===== src/rtl/button_gesture_decoder_if.sv =====
// rtl/button_gesture_decoder_if.sv - button level, enables and gesture outputs
// The master side drives the debounced level and enables; the decoder is the slave.
interface button_gesture_decoder_if;
  logic       debouncedActiveHigh;
  logic       enableRepeat;
  logic       enableDoubleClick;
  logic       shortPress;
  logic       longPress;
  logic       repeatPulse;
  logic       doubleClick;
  logic       pressed;
  logic [7:0] gestureCount;

  modport master (
    output debouncedActiveHigh, enableRepeat, enableDoubleClick,
    input  shortPress, longPress, repeatPulse, doubleClick, pressed, gestureCount
  );

  modport slave (
    input  debouncedActiveHigh, enableRepeat, enableDoubleClick,
    output shortPress, longPress, repeatPulse, doubleClick, pressed, gestureCount
  );
endinterface


===== src/rtl/button_gesture_decoder.sv =====
// rtl/button_gesture_decoder.sv - classifies debounced presses into gestures
// One shared counter times long presses, auto-repeat and the double-click window.
module button_gesture_decoder #(
  parameter int COUNTER_WIDTH       = 26,
  parameter int LONG_PRESS_CYCLES   = 50000000,
  parameter int REPEAT_CYCLES       = 12500000,
  parameter int DOUBLE_CLICK_WINDOW = 25000000
) (
  input logic clk,
  input logic resetActiveLow,
  button_gesture_decoder_if.slave bus
);

  typedef enum logic [2:0] {
    IDLE        = 3'd0,
    HELD        = 3'd1,
    LONG        = 3'd2,
    WAIT_SECOND = 3'd3,
    SECOND_HELD = 3'd4
  } state_t;

  localparam logic [COUNTER_WIDTH-1:0] ONE        = COUNTER_WIDTH'(1);
  localparam logic [COUNTER_WIDTH-1:0] LONG_LIMIT = COUNTER_WIDTH'(LONG_PRESS_CYCLES);
  localparam logic [COUNTER_WIDTH-1:0] REP_LIMIT  = COUNTER_WIDTH'(REPEAT_CYCLES);
  localparam logic [COUNTER_WIDTH-1:0] DC_LIMIT   = COUNTER_WIDTH'(DOUBLE_CLICK_WINDOW);

  state_t                   state;
  logic [COUNTER_WIDTH-1:0] count;
  logic [COUNTER_WIDTH-1:0] countNext;
  logic                     prev;
  logic                     level;

  assign level     = bus.debouncedActiveHigh;
  assign countNext = count + ONE;

  // prev resets high so a button held through reset must be released before it counts
  always_ff @(posedge clk or negedge resetActiveLow) begin
    if (!resetActiveLow) begin
      state            <= IDLE;
      count            <= '0;
      prev             <= 1'b1;
      bus.shortPress   <= 1'b0;
      bus.longPress    <= 1'b0;
      bus.repeatPulse  <= 1'b0;
      bus.doubleClick  <= 1'b0;
      bus.pressed      <= 1'b0;
      bus.gestureCount <= 8'd0;
    end else begin
      prev            <= level;
      bus.shortPress  <= 1'b0;
      bus.longPress   <= 1'b0;
      bus.repeatPulse <= 1'b0;
      bus.doubleClick <= 1'b0;
      case (state)
        IDLE: begin
          if (level && !prev) begin
            state       <= HELD;
            count       <= ONE;
            bus.pressed <= 1'b1;
          end
        end
        HELD: begin
          if (level) begin
            if (countNext == LONG_LIMIT) begin
              bus.longPress    <= 1'b1;
              bus.gestureCount <= bus.gestureCount + 8'd1;
              state            <= LONG;
              count            <= '0;
            end else begin
              count <= countNext;
            end
          end else if (bus.enableDoubleClick) begin
            state       <= WAIT_SECOND;
            count       <= ONE;
            bus.pressed <= 1'b0;
          end else begin
            bus.shortPress   <= 1'b1;
            bus.gestureCount <= bus.gestureCount + 8'd1;
            state            <= IDLE;
            bus.pressed      <= 1'b0;
          end
        end
        LONG: begin
          if (!level) begin
            state       <= IDLE;
            bus.pressed <= 1'b0;
          end else if (bus.enableRepeat) begin
            if (countNext == REP_LIMIT) begin
              bus.repeatPulse <= 1'b1;
              count           <= '0;
            end else begin
              count <= countNext;
            end
          end else begin
            count <= '0;
          end
        end
        WAIT_SECOND: begin
          // a press arriving on the expiry edge still wins as a double click
          if (level) begin
            bus.doubleClick  <= 1'b1;
            bus.gestureCount <= bus.gestureCount + 8'd1;
            state            <= SECOND_HELD;
            bus.pressed      <= 1'b1;
          end else if (countNext == DC_LIMIT) begin
            bus.shortPress   <= 1'b1;
            bus.gestureCount <= bus.gestureCount + 8'd1;
            state            <= IDLE;
          end else begin
            count <= countNext;
          end
        end
        SECOND_HELD: begin
          if (!level) begin
            state       <= IDLE;
            bus.pressed <= 1'b0;
          end
        end
        default: begin
          state       <= IDLE;
          count       <= '0;
          bus.pressed <= 1'b0;
        end
      endcase
    end
  end

endmodule


===== src/flat_wrapper.sv =====
// flat-port wrapper written by rule: the top's interface ports become plain ports
module button_gesture_decoder_flat 
#(
  parameter int COUNTER_WIDTH       = 26,
  parameter int LONG_PRESS_CYCLES   = 50000000,
  parameter int REPEAT_CYCLES       = 12500000,
  parameter int DOUBLE_CLICK_WINDOW = 25000000
)
  (clk, resetActiveLow, bus_debouncedActiveHigh, bus_enableRepeat, bus_enableDoubleClick, bus_shortPress, bus_longPress, bus_repeatPulse, bus_doubleClick, bus_pressed, bus_gestureCount);
  button_gesture_decoder_if bus_i ();
  input logic clk;
  input logic resetActiveLow;
  input wire logic [$bits(bus_i.debouncedActiveHigh)-1:0] bus_debouncedActiveHigh;
  input wire logic [$bits(bus_i.enableRepeat)-1:0] bus_enableRepeat;
  input wire logic [$bits(bus_i.enableDoubleClick)-1:0] bus_enableDoubleClick;
  output wire logic [$bits(bus_i.shortPress)-1:0] bus_shortPress;
  output wire logic [$bits(bus_i.longPress)-1:0] bus_longPress;
  output wire logic [$bits(bus_i.repeatPulse)-1:0] bus_repeatPulse;
  output wire logic [$bits(bus_i.doubleClick)-1:0] bus_doubleClick;
  output wire logic [$bits(bus_i.pressed)-1:0] bus_pressed;
  output wire logic [$bits(bus_i.gestureCount)-1:0] bus_gestureCount;
  assign bus_i.debouncedActiveHigh = bus_debouncedActiveHigh;
  assign bus_i.enableRepeat = bus_enableRepeat;
  assign bus_i.enableDoubleClick = bus_enableDoubleClick;
  assign bus_shortPress = bus_i.shortPress;
  assign bus_longPress = bus_i.longPress;
  assign bus_repeatPulse = bus_i.repeatPulse;
  assign bus_doubleClick = bus_i.doubleClick;
  assign bus_pressed = bus_i.pressed;
  assign bus_gestureCount = bus_i.gestureCount;
  button_gesture_decoder #(.COUNTER_WIDTH(COUNTER_WIDTH), .LONG_PRESS_CYCLES(LONG_PRESS_CYCLES), .REPEAT_CYCLES(REPEAT_CYCLES), .DOUBLE_CLICK_WINDOW(DOUBLE_CLICK_WINDOW)) u_core (.clk(clk), .resetActiveLow(resetActiveLow), .bus(bus_i));
endmodule

===== config.mk =====
export PLATFORM = sky130hd
export DESIGN_NAME = button_gesture_decoder_flat
export DESIGN_NICKNAME = d
export VERILOG_FILES = /design/src/rtl/button_gesture_decoder_if.sv /design/src/rtl/button_gesture_decoder.sv /design/src/flat_wrapper.sv
export SDC_FILE = /design/constraint.sdc
export NUM_CORES = 1
export LEC_CHECK = 0
export ABC_AREA = 1
export CAP_MARGIN = 0
export CORE_MARGIN = 2
export CORE_UTILIZATION = 55
export DETAILED_ROUTE_END_ITERATION = 8
export PLACE_DENSITY_LB_ADDON = 0.05
export SLEW_MARGIN = 15
export SYNTH_ARGS = -nofsm -noshare
export SYNTH_HDL_FRONTEND = slang
export SYNTH_SLANG_ARGS = --single-unit

===== constraint.sdc =====
create_clock -name clk -period 2.3 [get_ports clk]
set_input_delay 0.69 -clock clk [delete_from_list [all_inputs] [get_ports clk]]
set_output_delay 0.69 -clock clk [all_outputs]
set_load 0.005 [all_outputs]

==> flow_summary.ini <==
[yosys]
ys_warn_count = 0
ys_types = 37
syn-cell-area_mm2 = 0.00367
avgSynthCellArea_um2 = 6.50
synth_flop_cell = dfrtp_1
ys_top_cells_by_area = dfrtp_1, nand2_1, inv_1
synth_edf_count = 0
synth_top_area_share_pct = 28.6
synth_common_cells = nand2_1, inv_1, nor2_1
yosys.area.top_type = dfrtp_1
async_flop_share_pct = 100
synth.most_common_cell = nand2_1
syn_nets = 573
synth_cells = 565
ys_seq_area_share_pct = 29.3
synth_seq_cells = 43

[setup_path]
critPathArrivalTime_ns = 2.87
cpLargestDelayFamily = simple AND/OR/NAND/NOR gates
cp_max_fo = 5
critical_path.slowest_cell = dfrtp_1
crit_required_ns = 2.55
slowest_delay_ns = 0.46
crit_path_frequent_cell = nand2_1
critPathBufInv = 4
endpoint_kind = register
startpoint_type = register
path_cells = nand2_2 > nor2_1 > nand3_1 > inv_1 > nand3_1 > nand2_1 > inv_1 > nor3_4 > nand3_4 > nand2_8 > buf_12 > buf_16 > nand2_1 > nand2_1
worstSetupPathType = reg2reg

[final_layout]
area_delta_synth_final_pct = 42.7
final_util_pct = 82.0
final_cells = 751
drive_above_1_share_pct = 36.9
ff_latch_area_mm2 = 0.00108
fillers = 406
nets = 681
n_antenna_cell = 0
multi_input_area_mm2 = 0.00261

[clock_tree]
insertion_delay_ns = 0.32
tritoncts = yes
htree_levels = 2
clk_pin_slew_ns = 0.09
ctsLongestPathBuffers = 2
root_buffer = clkbuf_8
postCtsHoldBufs = 0
clock-sinks = 43
numCtsBuffers = 5

[power]
peakVddDrop_v = 0.000893
cellPowerDensity_mw_per_mm2 = 796
leakagePower_nw = 2.46

[placement]
portBuffers = 17
dp.cells = 721
dp_hpwl_um = 8560
preCtsSetupSlack_ns = -0.191
gp_congestion = 0.991

[run]
cap_violations = 0

[floorplanning]
die_h_um = 85.7
chipWidth_um = 85.7
design.die.area_mm2 = 0.00734
initial_core_util_pct = 57.5
num_rows = 29
core_area_mm2 = 0.00639
ios = 18

[sta]
rsz0062_at_grt = yes
hold_viol = 0
fin_crit_ns = 2.62
worst_pin_slew_ns = 0.469
fmax_mhz = 382
setup_slack_ns = -0.317
setup_tns_ns = -8.34
relSlewSlack_pct = 68.8
period_share_pct = 114
skew_ns = 0.00755
report.final.slew_viol_count = 0
setup_viol = 37

[grt]
grt_max_degree = 22
first_global_vias = 4134
grt-ovfl-total = 0
antenna_found_initial = 0
grt_usage_pct = 35.5
grt_first_pass_wirelength_um = 20200

[status]
violations = negative setup slack
status = finished with violations

[route]
wl_per_cell_um = 17.7
vias_per_cell = 5.98
first_pass_iters = 6
wl_um = 13300
drt-initial-drc-count = 507
vias = 4490
antenna_left = 0
drc = 0

[min_path]
min_path_type = in2async
## cells in the final DEF (no fill, tap or decap), types with 4 or more instances in the layout
cell type	n
a21oi_1	5
buf_4	82
nand3_1	28
nor2_1	47
o31ai_1	5
dfrtp_1	40
inv_1	63
inv_2	7
clkdlybuf4s50_1	16
o21ai_2	20
nor2_2	13
buf_12	6
clkbuf_8	6
buf_6	8
nand3_4	4
nand2_1	157
nand2_2	41
nand2_4	8
nor2_4	20
nand4_1	34
xor2_1	6
o211ai_1	11
nand3_2	14
## flip-flops by register name, indices dropped and copies added (netlist names)
signal	count
u_core.bus.longPress	1
u_core.prev	1
u_core.bus.repeatPulse	1
u_core.state	3
u_core.bus.shortPress	1
u_core.bus.doubleClick	1
u_core.count	26
u_core.bus.pressed	1
u_core.bus.gestureCount	8
## power by group
part	internal, mW	switching [mW]	total (mW)
clock network	0.246	0.297	0.542
registers	0.860	0.118	0.978
logic	1.18	1.47	2.65
## kinds of logic after synthesis
kind of cell,synth area share (%)
buffers and inverters,9.99
adder cells (fa/ha/maj),1.02
XOR/XNOR,2.15
flip-flops,29.3
AO/OA/AOI/OAI,9.99
AND/OR/NAND/NOR,47.5
## cell type report
class | count | share of cell area, %
repair buffers | 116 | 20.4
flip-flops and latches | 43 | 20.6
inverters | 72 | 5.45
clock buffers | 6 | 1.58
well taps | 77 | 1.84
clock inverters | 2 | 0.311
multi-input cells | 435 | 49.8
## metal layers
layer  vias up  wire [µm]  GRT usage (%)
met3        90       1140           7.41
met4         0        666           16.6
met1      2089       5120           44.6
met2       282       6350           58.7
li1       2029          -              -
met5         -          0              0
## per-stage QoR
| stage | cell area, µm² | hold WS [ns] | total power, mW |
|---|---|---|---|
| finish | 5240 | 0.317 | 4.17 |
| global route | 5240 | 0.346 | 4.35 |
| CTS | 4930 | 0.330 | 3.93 |
| detailed placement | 4470 | 0.523 | 2.83 |
| global placement | 4470 | 0.509 | 2.80 |
| floorplan | 3670 | 0.394 | 2.07 |
## timing repair
| action | in CTS | in global routing |
|---|---|---|
| resized for setup | 54 | 65 |
| pin swaps | 36 | 40 |
| cloned | 3 | 0 |
| setup endpoints to repair | 37 | 39 |
| setup buffers | 11 | 10 |
## worst paths after layout
check,from,endpoint,slack [ns],cells past startpoint
min in group clk,u_core.state[1]$_DFFE_PN0P_,u_core.state[1]$_DFFE_PN0P_,0.55,2
hold / removal,resetActiveLow,u_core.bus.pressed$_DFFE_PN0P_,0.32,1
hold reg to reg,u_core.state[1]$_DFFE_PN0P_,u_core.state[1]$_DFFE_PN0P_,0.55,2
max in group asynchronous,resetActiveLow,u_core.count[9]$_DFFE_PN0P_,1.39,2
setup / recovery,u_core.count[3]$_DFFE_PN0P_,u_core.count[0]$_DFFE_PN0P_,-0.32,14
setup reg to reg,u_core.count[3]$_DFFE_PN0P_,u_core.count[0]$_DFFE_PN0P_,-0.32,14
No activity file was read; power rests on OpenSTA's default activity.
